**src/rtl/cpc_ram_pkg.sv**
```systemverilog
// Shared constants, types and the bank mapping function for the CPC expansion
// RAM controller.
package cpc_ram_pkg;

    typedef logic [2:0] state_t;

    localparam state_t ST_IDLE   = 3'd0;
    localparam state_t ST_READ   = 3'd1;
    localparam state_t ST_WSETUP = 3'd2;
    localparam state_t ST_WPULSE = 3'd3;
    localparam state_t ST_WHOLD  = 3'd4;

    typedef logic [2:0] cfg_t;

    localparam cfg_t CFG_NONE = 3'd0;
    localparam cfg_t CFG_HI3  = 3'd1;
    localparam cfg_t CFG_ALL  = 3'd2;
    localparam cfg_t CFG_HI3B = 3'd3;
    localparam cfg_t CFG_P4   = 3'd4;
    localparam cfg_t CFG_P5   = 3'd5;
    localparam cfg_t CFG_P6   = 3'd6;
    localparam cfg_t CFG_P7   = 3'd7;

    localparam logic       PORT_A15 = 1'b0;
    localparam logic       PORT_A14 = 1'b1;
    localparam logic [1:0] BANK_CMD = 2'b11;

    typedef struct packed {
        logic       sel;
        logic [1:0] page;
    } map_t;

    // cfg 4..7 map quarter 1 to page cfg-4, which is simply cfg[1:0].
    function automatic map_t bank_map(input cfg_t cfg, input logic [1:0] q);
        map_t r;
        r = '{sel: 1'b0, page: 2'd0};
        case (cfg)
            CFG_NONE: r = '{sel: 1'b0, page: 2'd0};
            CFG_HI3, CFG_HI3B: begin
                if (q == 2'd3) r = '{sel: 1'b1, page: 2'd3};
            end
            CFG_ALL: r = '{sel: 1'b1, page: q};
            default: begin
                if (q == 2'd1) r = '{sel: 1'b1, page: cfg[1:0]};
            end
        endcase
        return r;
    endfunction

endpackage

```
**src/rtl/cpc_sync_bus.sv**
```systemverilog
// Multi-bit flop-chain synchroniser for independent asynchronous strobes.
module cpc_sync_bus #(
    parameter int             WIDTH   = 5,
    parameter int             STAGES  = 2,
    parameter logic [WIDTH-1:0] RST_VAL = '1
) (
    input  logic             clk,
    input  logic             reset_b,
    input  logic [WIDTH-1:0] d,
    output logic [WIDTH-1:0] q
);

    logic [WIDTH-1:0] chain [STAGES];

    always_ff @(posedge clk or negedge reset_b) begin
        if (!reset_b) begin
            for (int i = 0; i < STAGES; i++) chain[i] <= RST_VAL;
        end else begin
            chain[0] <= d;
            for (int i = 1; i < STAGES; i++) chain[i] <= chain[i-1];
        end
    end

    assign q = chain[STAGES-1];

endmodule

```
**src/rtl/cpc_ram_bank_ctrl.sv**
```systemverilog
// Snoops the Z80 bus, keeps the 6128-style bank register and sequences the
// expansion SRAM strobes with a single clocked write pulse per Z80 write.
module cpc_ram_bank_ctrl
    import cpc_ram_pkg::*;
#(
    parameter int SYNC_STAGES  = 2,
    parameter int WE_CYCLES    = 2,
    parameter int SETUP_CYCLES = 1
) (
    input  logic        clk,
    input  logic        reset_b,
    input  logic        mreq_b,
    input  logic        iorq_b,
    input  logic        rd_b,
    input  logic        wr_b,
    input  logic        m1_b,
    input  logic [15:0] addr,
    input  logic [7:0]  data,
    output logic [4:0]  sram_ahi,
    output logic        sram_cs_b,
    output logic        sram_oe_b,
    output logic        sram_we_b,
    output logic        ramdis_b,
    output logic [5:0]  bank_reg
);

    localparam int CNT_W = 8;

    logic [4:0] s_bus;
    logic       s_mreq_b, s_iorq_b, s_rd_b, s_wr_b, s_m1_b;

    cpc_sync_bus #(
        .WIDTH   (5),
        .STAGES  (SYNC_STAGES),
        .RST_VAL (5'b11111)
    ) u_sync (
        .clk     (clk),
        .reset_b (reset_b),
        .d       ({mreq_b, iorq_b, rd_b, wr_b, m1_b}),
        .q       (s_bus)
    );

    assign s_mreq_b = s_bus[4];
    assign s_iorq_b = s_bus[3];
    assign s_rd_b   = s_bus[2];
    assign s_wr_b   = s_bus[1];
    assign s_m1_b   = s_bus[0];

    logic unused_addr;
    assign unused_addr = ^addr[13:0];

    // Bank port decode; the edge flop makes one update per I/O cycle.
    logic io_wr;
    logic io_wr_p1;

    assign io_wr = !s_iorq_b && !s_wr_b && s_m1_b &&
                   (addr[15] == PORT_A15) && (addr[14] == PORT_A14);

    always_ff @(posedge clk or negedge reset_b) begin
        if (!reset_b) begin
            io_wr_p1 <= 1'b0;
            bank_reg <= 6'd0;
        end else begin
            io_wr_p1 <= io_wr;
            if (io_wr && !io_wr_p1 && (data[7:6] == BANK_CMD))
                bank_reg <= data[5:0];
        end
    end

    map_t map;
    logic mem_rd, mem_wr, wr_end;

    assign map    = bank_map(bank_reg[2:0], addr[15:14]);
    // A stray I/O write seen together with a memory request takes precedence.
    assign mem_rd = !s_mreq_b && map.sel && !s_rd_b && !io_wr;
    assign mem_wr = !s_mreq_b && map.sel && !s_wr_b && !io_wr;
    assign wr_end = s_mreq_b || s_wr_b;

    state_t           state;
    logic [CNT_W-1:0] cnt;

    always_ff @(posedge clk or negedge reset_b) begin
        if (!reset_b) begin
            state     <= ST_IDLE;
            cnt       <= '0;
            sram_ahi  <= 5'd0;
            sram_cs_b <= 1'b1;
            sram_oe_b <= 1'b1;
            sram_we_b <= 1'b1;
            ramdis_b  <= 1'b1;
        end else begin
            case (state)
                ST_IDLE: begin
                    sram_ahi <= {bank_reg[5:3], map.page};
                    if (mem_rd) begin
                        state     <= ST_READ;
                        sram_cs_b <= 1'b0;
                        sram_oe_b <= 1'b0;
                        ramdis_b  <= 1'b0;
                    end else if (mem_wr) begin
                        state     <= ST_WSETUP;
                        sram_cs_b <= 1'b0;
                        ramdis_b  <= 1'b0;
                        cnt       <= CNT_W'(SETUP_CYCLES);
                    end
                end
                ST_READ: begin
                    if (s_mreq_b || s_rd_b) begin
                        state     <= ST_IDLE;
                        sram_cs_b <= 1'b1;
                        sram_oe_b <= 1'b1;
                        ramdis_b  <= 1'b1;
                    end
                end
                ST_WSETUP: begin
                    if (wr_end) begin
                        state     <= ST_IDLE;
                        sram_cs_b <= 1'b1;
                        sram_we_b <= 1'b1;
                        ramdis_b  <= 1'b1;
                    end else if (cnt <= CNT_W'(1)) begin
                        state     <= ST_WPULSE;
                        sram_we_b <= 1'b0;
                        cnt       <= CNT_W'(WE_CYCLES);
                    end else begin
                        cnt <= cnt - CNT_W'(1);
                    end
                end
                ST_WPULSE: begin
                    if (wr_end) begin
                        state     <= ST_IDLE;
                        sram_cs_b <= 1'b1;
                        sram_we_b <= 1'b1;
                        ramdis_b  <= 1'b1;
                    end else if (cnt <= CNT_W'(1)) begin
                        state     <= ST_WHOLD;
                        sram_we_b <= 1'b1;
                    end else begin
                        cnt <= cnt - CNT_W'(1);
                    end
                end
                ST_WHOLD: begin
                    // Long writes park here so web pulses only once.
                    if (wr_end) begin
                        state     <= ST_IDLE;
                        sram_cs_b <= 1'b1;
                        ramdis_b  <= 1'b1;
                    end
                end
                default: begin
                    state     <= ST_IDLE;
                    sram_cs_b <= 1'b1;
                    sram_oe_b <= 1'b1;
                    sram_we_b <= 1'b1;
                    ramdis_b  <= 1'b1;
                end
            endcase
        end
    end

endmodule

```
**config.mk**
```make
export PLATFORM = sky130hd
export DESIGN_NAME = cpc_ram_bank_ctrl
export DESIGN_NICKNAME = d
export VERILOG_FILES = /design/src/rtl/cpc_ram_pkg.sv /design/src/rtl/cpc_sync_bus.sv /design/src/rtl/cpc_ram_bank_ctrl.sv
export SDC_FILE = /design/constraint.sdc
export NUM_CORES = 1
export LEC_CHECK = 0
export BUFFER_PORTS_ARGS = -buffer_cell sky130_fd_sc_hd__buf_2
export CAP_MARGIN = 0
export CORE_MARGIN = 2
export CORE_UTILIZATION = 40
export CTS_BUF_LIST = sky130_fd_sc_hd__clkbuf_16
export DETAILED_ROUTE_END_ITERATION = 12
export HOLD_SLACK_MARGIN = 0.08
export SLEW_MARGIN = 20
export SYNTH_ARGS = -nofsm -noshare
export SYNTH_HDL_FRONTEND = slang
export SYNTH_SLANG_ARGS = --single-unit
```
**constraint.sdc**
```tcl
create_clock -name clk -period 3.41 [get_ports clk]
set_input_delay 0.5115 -clock clk [delete_from_list [all_inputs] [get_ports clk]]
set_output_delay 0.5115 -clock clk [all_outputs]
set_load 0.02 [all_outputs]
```
==> results of run 1 <==
## report_power, final
part / internal (mW) / switching, mW / total [mW]
logic: 0.260 / 0.411 / 0.671
clock network: 0.340 / 0.162 / 0.503
registers: 0.530 / 0.0994 / 0.629
## per-stage QoR
stage	hold slack, ns	instance area [um^2]	cells
finish	0.312	2050	242
global placement	0.346	1890	234
floorplan	0.216	1700	158
detailed placement	0.347	1890	234
global route	0.318	2050	242
CTS	0.321	2050	242
## cells in the final DEF (no fill, tap or decap), types with 2 or more instances in the layout
cell type	instances
a31oi_1	6
clkbuf_16	5
buf_2	31
o32ai_1	2
a21oi_1	9
nor2b_1	6
dfrtp_1	23
nor3_1	6
ha_1	2
o21ai_1	3
dfstp_2	13
o21ai_0	4
o41ai_1	2
nand2b_1	2
nand2_1	19
nor2_1	12
nor3b_1	2
mux2_2	7
inv_1	8
## final timing paths
| kind | depth (start not counted) | end | start | slack [ns] |
|---|---|---|---|---|
| hold reg to reg | 0 | u_sync.q[3]$_DFF_PN1_ | u_sync.chain[8]$_DFF_PN1_ | 0.35 |
| min in group clk | 1 | u_sync.chain[8]$_DFF_PN1_ | iorq_b | 0.33 |
| setup / recovery | 8 | cnt[1]$_DFFE_PN0P_ | cnt[0]$_DFFE_PN0P_ | 0.97 |
| setup reg to reg | 8 | cnt[1]$_DFFE_PN0P_ | cnt[0]$_DFFE_PN0P_ | 0.97 |
| hold / removal | 1 | cnt[5]$_DFFE_PN0P_ | reset_b | 0.31 |
| max in group asynchronous | 1 | cnt[1]$_DFFE_PN0P_ | reset_b | 2.60 |
## per-layer routing
metal	global-route usage	vias to the layer above
met5	0	-
met4	0.0763	0
met3	0.0614	8
met2	0.268	47
met1	0.203	647
li1	-	633
## kinds of logic after synthesis
| logic type | synth area share |
|---|---|
| XOR/XNOR | 0.00516 |
| adder cells (fa/ha/maj) | 0.0147 |
| AND/OR/NAND/NOR | 0.191 |
| multiplexers | 0.0612 |
| AO/OA/AOI/OAI | 0.153 |
| flip-flops | 0.541 |
| buffers and inverters | 0.0347 |
## final cells by class
cell class	instances	area (um^2)
inverters	8	32.5
repair buffers	31	155
flip-flops and latches	36	917
clock buffers	5	125
multi-input cells	109	721
fillers	383	1980
clock inverters	3	38.8
well taps	50	62.6
==> impl_metrics.tcl, run 1 <==
set metrics [dict create \
    hp-class "primary input to async pin" \
    worstMarginPinSlew_ns 0.777 \
    start_kind "flip-flop" \
    portBuffers 31 \
    async_flop_share 1.00 \
    syn-num-nets 191 \
    netlist_area_um2 1700 \
    cts_hold_buf 0 \
    path_max_fanout 6 \
    top_layer_used "met4" \
    cts_buffer_depth 2 \
    routed-via-count 1335 \
    path_delay_family "simple AND/OR/NAND/NOR gates" \
    netlist_top_cells_count "dfrtp_1 (23), nand2_1 (19), dfstp_2 (13)" \
    largest_reg_flops 8 \
    synth_top_area_cell "dfrtp_1" \
    clk_latency_ns 0.28 \
    fin_total_pwr_mw 1.80 \
    area_growth_pct 20.9 \
    period_needed_ns 2.44 \
    max_slew_margin 0.482 \
    slowest_delay_ns 0.40 \
    finalCritPeriodShare 0.717 \
    synth_top_area_frac 0.339 \
    drtIter0Drc 103 \
    grt_overflow 0 \
    dr_wl_met3_um 245 \
    layout_setup_ws_ns 0.966 \
    post_cts_resized 0 \
    wl_met2_mm 1.79 \
    wirelength_mm 3.69 \
    gp_congestion 0.912 \
    cp.arrival_ns 2.60 \
    wl_met1_mm 1.57 \
    grt_max_degree 37 \
    synthTopCellsByArea "dfrtp_1 (34%), dfstp_2 (20%), mux2_2 (4.6%)" \
    ir_worst_vdd_mv 0.365 \
    cp.required_ns 3.57 \
    synth_cells 158 \
    grtUsageTotal 0.168 \
    die_area_um2 4780 \
    powerDensity_nw_per_um2 879 \
    via_per_inst 5.52 \
    grt_pass1_wl_mm 6.27 \
    tritoncts "built" \
    nets 224 \
    root_buffer "clkbuf_16" \
    diodes 0 \
    fin_util 0.509 \
    rsz0062_at_grt "false" \
    row_count 23 \
    io_pins 46 \
    first_pass_iters 4 \
    leakagePower_nw 0.969 \
    drc 0 \
    fin_tns_setup_ns 0 \
    ys_seq_area_frac 0.541 \
    synth_warnings 0 \
    clkSinkCount 36 \
    synth-seq-cells 36 \
    slew_viol_final 0 \
    setup_violations 0 \
    cpMaxStageDelayCell "or3_4" \
    drv_cap 0 \
    path_buf_inv 2 \
    hold_violations 0 \
    htree_levels 2 \
    postCtsSetupBuffers 0 \
    routedWlPerCell_um 15.2 \
    cts.reportedPaths.clkPinSlew_ns 0.05 \
    synth_edf_count 0 \
    antenna_found_initial 0 \
    syn_avg_cell_area_um2 10.7 \
    start_util 0.421 \
    status "complete, no violations" \
    die_w_um 69.1 \
    drive_gt1_frac 0.354 \
    synthDistinctLibCells 48 \
    die_y_um 69.1 \
    dpl.hpwl_mm 2.62 \
    grt_pass1_vias 1307 \
    fin_skew_ns 0.00296 \
    clock.fmax_mhz 409 \
    synthFlopType "dfrtp_1" \
    yosysMostFrequentCell "dfrtp_1" \
    cts_buffers 5 \
    core_um2 4030 \
    crit_chain "inv_1 > ha_1 > nor2_1 > o31ai_2 > a211o_2 > or3_4 > inv_4 > mux2_4" \
    crit_type "flip-flop to flip-flop" \
    crit_path_end_kind "flip-flop" \
    pre_cts_ws_ns 1.01 \
    ant_nets 0 \
]
No activity file was read; power rests on OpenSTA's default activity.
==> run 2: changes to the inputs <==
--- a/config.mk
+++ b/config.mk
@@ -12,6 +12,7 @@
 export CTS_BUF_LIST = sky130_fd_sc_hd__clkbuf_16
 export DETAILED_ROUTE_END_ITERATION = 12
 export HOLD_SLACK_MARGIN = 0.08
+export PLACE_DENSITY = 0.66
 export SLEW_MARGIN = 20
 export SYNTH_ARGS = -nofsm -noshare
 export SYNTH_HDL_FRONTEND = slang
==> constraint.sdc (replaced) <==
create_clock -name clk -period 2 [get_ports clk]
set_input_delay 0.3 -clock clk [delete_from_list [all_inputs] [get_ports clk]]
set_output_delay 0.3 -clock clk [all_outputs]
set_load 0.02 [all_outputs]
==> impl_metrics.tcl, run 2 (synthesis results as in run 1) <==
set metrics [dict create \
    largest_reg_flops 8 \
    gp_congestion 0.877 \
    powerDensity_nw_per_um2 1500 \
    start_util 0.421 \
    path_max_fanout 3 \
    portBuffers 31 \
    core_um2 4030 \
    nets 249 \
    final_cell_mix "buf_2 (31), buf_4 (25), dfrtp_1 (23)" \
    fin_tns_setup_ns -0.00345 \
    clkSinkCount 36 \
    root_buffer "clkbuf_16" \
    fin_skew_ns 0.00683 \
    area_growth_pct 34.5 \
    p_comb_frac 0.455 \
    die_area_um2 4780 \
    crit_path_end_kind "flip-flop" \
    die_w_um 69.1 \
    drc 0 \
    via_per_inst 5.26 \
    diodes 0 \
    reg2reg_from "cnt[0]$_DFFE_PN0P_" \
    worst-path-stages 8 \
    drtIter0Drc 126 \
    htree_levels 2 \
    ir_worst_vdd_mv 0.694 \
    final_common_cell "buf_2" \
    row_count 23 \
    routed-via-count 1405 \
    clock.fmax_mhz 499 \
    dpl.hpwl_mm 2.74 \
    rsz0062_at_grt "true" \
    max_slew_margin 0.490 \
    n_fill_cell 364 \
    setup_violations 1 \
    switchingPower_mw 1.27 \
    clkPwrFrac 0.246 \
    cp.required_ns 2.16 \
    drv_cap 0 \
    p_int_mw 2.15 \
    wirelength_mm 3.73 \
    die_y_um 69.1 \
    grtUsageTotal 0.162 \
    worstMarginPinSlew_ns 0.765 \
    finalCritPeriodShare 1.00 \
    reg2reg_depth 8 \
    crit_type "flip-flop to flip-flop" \
    antenna_found_initial 0 \
    hold_violations 0 \
    cp.arrival_ns 2.16 \
    cts_buffer_depth 2 \
    grt_pass1_wl_mm 6.33 \
    path_delay_family "simple AND/OR/NAND/NOR gates" \
    p_seq_frac 0.300 \
    status "complete, but fails checks" \
    leakagePower_nw 1.10 \
    tritoncts "built" \
    grt_pass1_vias 1422 \
    slew_viol_final 0 \
    slowest_delay_ns 0.40 \
    period_needed_ns 2.00 \
    grt_max_degree 37 \
    fin_util 0.566 \
    sw_frac_of_total 0.370 \
    hp-class "primary input to async pin" \
    drive_gt1_frac 0.461 \
    crit_chain "inv_2 > ha_4 > nor2_4 > o31ai_2 > a211o_2 > or3_4 > inv_4 > mux2_4" \
    routedWlPerCell_um 14.0 \
    path_buf_inv 2 \
    violations "negative setup slack" \
    cts_buffers 5 \
    grt_overflow 0 \
    first_pass_iters 4 \
    start_kind "flip-flop" \
    cpMaxStageDelayCell "or3_4" \
    cts.reportedPaths.clkPinSlew_ns 0.06 \
    fin_total_pwr_mw 3.42 \
    io_pins 46 \
    clk_latency_ns 0.28 \
    crit_start "cnt[0]$_DFFE_PN0P_" \
    layout_setup_ws_ns -0.00345 \
    ant_nets 0 \
]
## run 2: changes by cell type in the layout (fill, tap and decap cells not counted), sizes merged
cell    before  now
buf         31   56
bufinv       1    0
clkbuf       5    6
clkinv       1    0
inv          9   10
## run 2: per-stage QoR
step / area (um^2) / cells / hold WS, ns / setup slack (ns)
2_1_floorplan: 1720 / 158 / 0.00441 / -0.0178
3_3_place_gp: 2080 / 257 / 0.346 / 0.0143
3_5_place_dp: 2080 / 257 / 0.347 / -0.00801
4_1_cts: 2260 / 266 / 0.110 / 0.000403
5_1_grt: 2280 / 267 / 0.108 / -0.0635
6_report: 2280 / 267 / 0.0933 / -0.00345
## run 2: final timing paths
path                                                   to  slack, ns
worst min register to register      u_sync.q[0]$_DFF_PN1_       0.35
max in group asynchronous              cnt[1]$_DFFE_PN0P_       1.41
worst max-delay path                   cnt[1]$_DFFE_PN0P_     -0.003
worst min-delay path                   cnt[2]$_DFFE_PN0P_       0.09
min in group clk                u_sync.chain[7]$_DFF_PN1_       0.12
worst max register to register         cnt[1]$_DFFE_PN0P_     -0.003
## run 2: final cells by class
cell class / count / area [um^2] / area share
flip-flops and latches: 36 / 917 / 0.402
well taps: 50 / 62.6 / 0.0274
multi-input cells: 109 / 762 / 0.334
repair buffers: 56 / 343 / 0.150
clock buffers: 6 / 150 / 0.0658
clock inverters: 2 / 15.0 / 0.00658
inverters: 8 / 32.5 / 0.0143
## run 2: repair_timing
item / CTS / global route
gates cloned: 0 / 0
hold buffers: 0 / 0
pin swaps: 1 / 0
endpoints found under the setup margin: 1 / 7
setup buffers: 1 / 1
resized for setup: 0 / 2
## run 2: worst register-to-register path: cells and delay by family, from the launching register on
family	cells	cell delay [ns]
buffers and inverters	2	0.15
muxes	1	0.29
and+or+nand+nor	2	0.52
adders and majority gates	1	0.17
DFF	1	0.38
AOI/OAI and AO/OA	2	0.38
## run 2: power groups by stage
stage	Sequential (mW)	Combinational, mW	Clock (mW)
floorplan	1.10	0.869	0
global placement	1.03	1.45	0
detailed placement	1.04	1.48	0
CTS	1.03	1.50	0.863
global route	1.05	1.70	0.894
finish	1.02	1.55	0.840
## run 2: per-layer routing
layer / routed length, um / share of wire / vias up / track usage
met3: 113 / 0.030 / 4 / 0.0351
met1: 1660 / 0.44 / 684 / 0.196
met5: 0 / 0 / - / 0
met4: 25 / 0.0067 / 0 / 0.0523
met2: 1930 / 0.52 / 27 / 0.284
li1: - / - / 690 / -
==> run 3: changes to the inputs <==
--- a/config.mk
+++ b/config.mk
@@ -7,12 +7,14 @@
 export LEC_CHECK = 0
 export BUFFER_PORTS_ARGS = -buffer_cell sky130_fd_sc_hd__buf_2
 export CAP_MARGIN = 0
+export CORE_ASPECT_RATIO = 0.8
 export CORE_MARGIN = 2
 export CORE_UTILIZATION = 40
 export CTS_BUF_LIST = sky130_fd_sc_hd__clkbuf_16
 export DETAILED_ROUTE_END_ITERATION = 12
 export HOLD_SLACK_MARGIN = 0.08
 export PLACE_DENSITY = 0.66
+export RECOVER_POWER = 25
 export SLEW_MARGIN = 20
 export SYNTH_ARGS = -nofsm -noshare
 export SYNTH_HDL_FRONTEND = slang
==> impl_metrics.tcl, run 3 (synthesis results as in run 1) <==
set metrics [dict create \
    fin_skew_ns 0.00417 \
    routedWlPerCell_um 13.2 \
    grt_pass1_vias 1400 \
    die_area_um2 4780 \
    clk_latency_ns 0.28 \
    cts_buffer_depth 2 \
    clock.fmax_mhz 501 \
    first_pass_iters 4 \
    slew_viol_final 0 \
    die_y_um 62.3 \
    hold_violations 0 \
    drv_cap 0 \
    start_kind "flip-flop" \
    nets 248 \
    cts_hold_buf 0 \
    pre_cts_ws_ns -0.0115 \
    grt_max_degree 37 \
    dpl.hpwl_mm 2.65 \
    antenna_found_initial 0 \
    core_um2 4130 \
    cts.reportedPaths.clkPinSlew_ns 0.05 \
    worstMarginPinSlew_ns 0.755 \
    tritoncts "built" \
    drtIter0Drc 78 \
    grt_overflow 0 \
    area_growth_pct 34.0 \
    gp_congestion 0.789 \
    crit_path_end_kind "flip-flop" \
    die_w_um 76.8 \
    row_count 21 \
    status "complete, no violations" \
    final_common_cell "buf_2" \
    cp.required_ns 2.16 \
    ant_nets 0 \
    n_fill_cell 362 \
    path_max_fanout 3 \
    io_pins 46 \
    drc 0 \
    largest_reg_flops 8 \
    finalCritPeriodShare 0.998 \
    wirelength_mm 3.61 \
    crit_type "flip-flop to flip-flop" \
    final_cell_mix "buf_2 (31), buf_4 (24), dfrtp_1 (22)" \
    drive_gt1_frac 0.472 \
    layout_setup_ws_ns 0.00302 \
    grtUsageTotal 0.162 \
    period_needed_ns 2.00 \
    start_util 0.411 \
    grt_pass1_wl_mm 6.13 \
    diodes 0 \
    routed-via-count 1426 \
    powerDensity_nw_per_um2 1480 \
    rsz0062_at_grt "true" \
    max_slew_margin 0.497 \
    hp-class "primary input to async pin" \
    htree_levels 2 \
    fin_tns_setup_ns 0 \
    portBuffers 31 \
    via_per_inst 5.22 \
    leakagePower_nw 1.09 \
    clkSinkCount 36 \
    ir_worst_vdd_mv 0.610 \
    cp.arrival_ns 2.16 \
    setup_violations 0 \
    root_buffer "clkbuf_16" \
    cts_buffers 5 \
]
run 3: final timing paths:
kind / startpoint / to / slack (ns) / cells past startpoint
min in group clk: mreq_b / u_sync.chain[9]$_DFF_PN1_ / 0.12 / 1
setup reg to reg: cnt[0]$_DFFE_PN0P_ / cnt[1]$_DFFE_PN0P_ / 0.003 / 8
max in group asynchronous: reset_b / bank_reg[0]$_DFFE_PN0P_ / 1.39 / 1
hold / removal: reset_b / cnt[1]$_DFFE_PN0P_ / 0.09 / 1
hold reg to reg: u_sync.chain[5]$_DFF_PN1_ / u_sync.q[0]$_DFF_PN1_ / 0.35 / 0
setup / recovery: cnt[0]$_DFFE_PN0P_ / cnt[1]$_DFFE_PN0P_ / 0.003 / 8
run 3: worst max-delay path: stages, from the launching register on:
cell and delay, ns:
dfrtp_1 0.38, inv_2 0.06, ha_4 0.17, nor2_4 0.12, o31ai_2 0.06, a211o_2 0.32, or3_4 0.40, inv_4 0.08
mux2_4 0.29
run 3: metal layers:
| layer | wire length (um) | global-route usage |
|---|---|---|
| met5 | 0 | 0 |
| met4 | 49 | 0.0545 |
| met3 | 224 | 0.0538 |
| met2 | 1760 | 0.258 |
| met1 | 1580 | 0.208 |
run 3: layout make-up:
type                    instances  area [um^2]  area share
clock buffers                   5          125      0.0550
clock inverters                 3         18.8     0.00826
inverters                       8         32.5      0.0143
multi-input cells             109          772       0.340
flip-flops and latches         36          918       0.404
well taps                      57         71.3      0.0314
repair buffers                 55          335       0.147
run 3: stage by stage:
| step | cells | instance area [um^2] | util | power, mW | hold slack (ns) |
|---|---|---|---|---|---|
| final | 273 | 2270 | 0.551 | 3.37 | 0.0909 |
| after global routing | 273 | 2270 | 0.551 | 3.60 | 0.114 |
| after CTS | 271 | 2240 | 0.543 | 3.30 | 0.112 |
| after detailed placement | 262 | 2080 | 0.503 | 2.51 | 0.348 |
| after global placement | 262 | 2080 | 0.503 | 2.46 | 0.346 |
| after floorplan | 158 | 1720 | - | 1.97 | 0.00441 |
run 3: repair_timing:
action                     4_1_cts  5_1_grt
buffers inserted                 1        2
hold endpoints to repair         0        0
resized for setup                1        4
gates cloned                     0        0
pin swaps                        1        1
setup endpoints to repair        2        6
run 3: power breakdown:
group	internal (mW)	switching [mW]	leakage, nW	total (mW)
Sequential	0.904	0.113	0.442	1.02
Combinational	0.736	0.874	0.571	1.61
Clock	0.458	0.286	0.0736	0.743
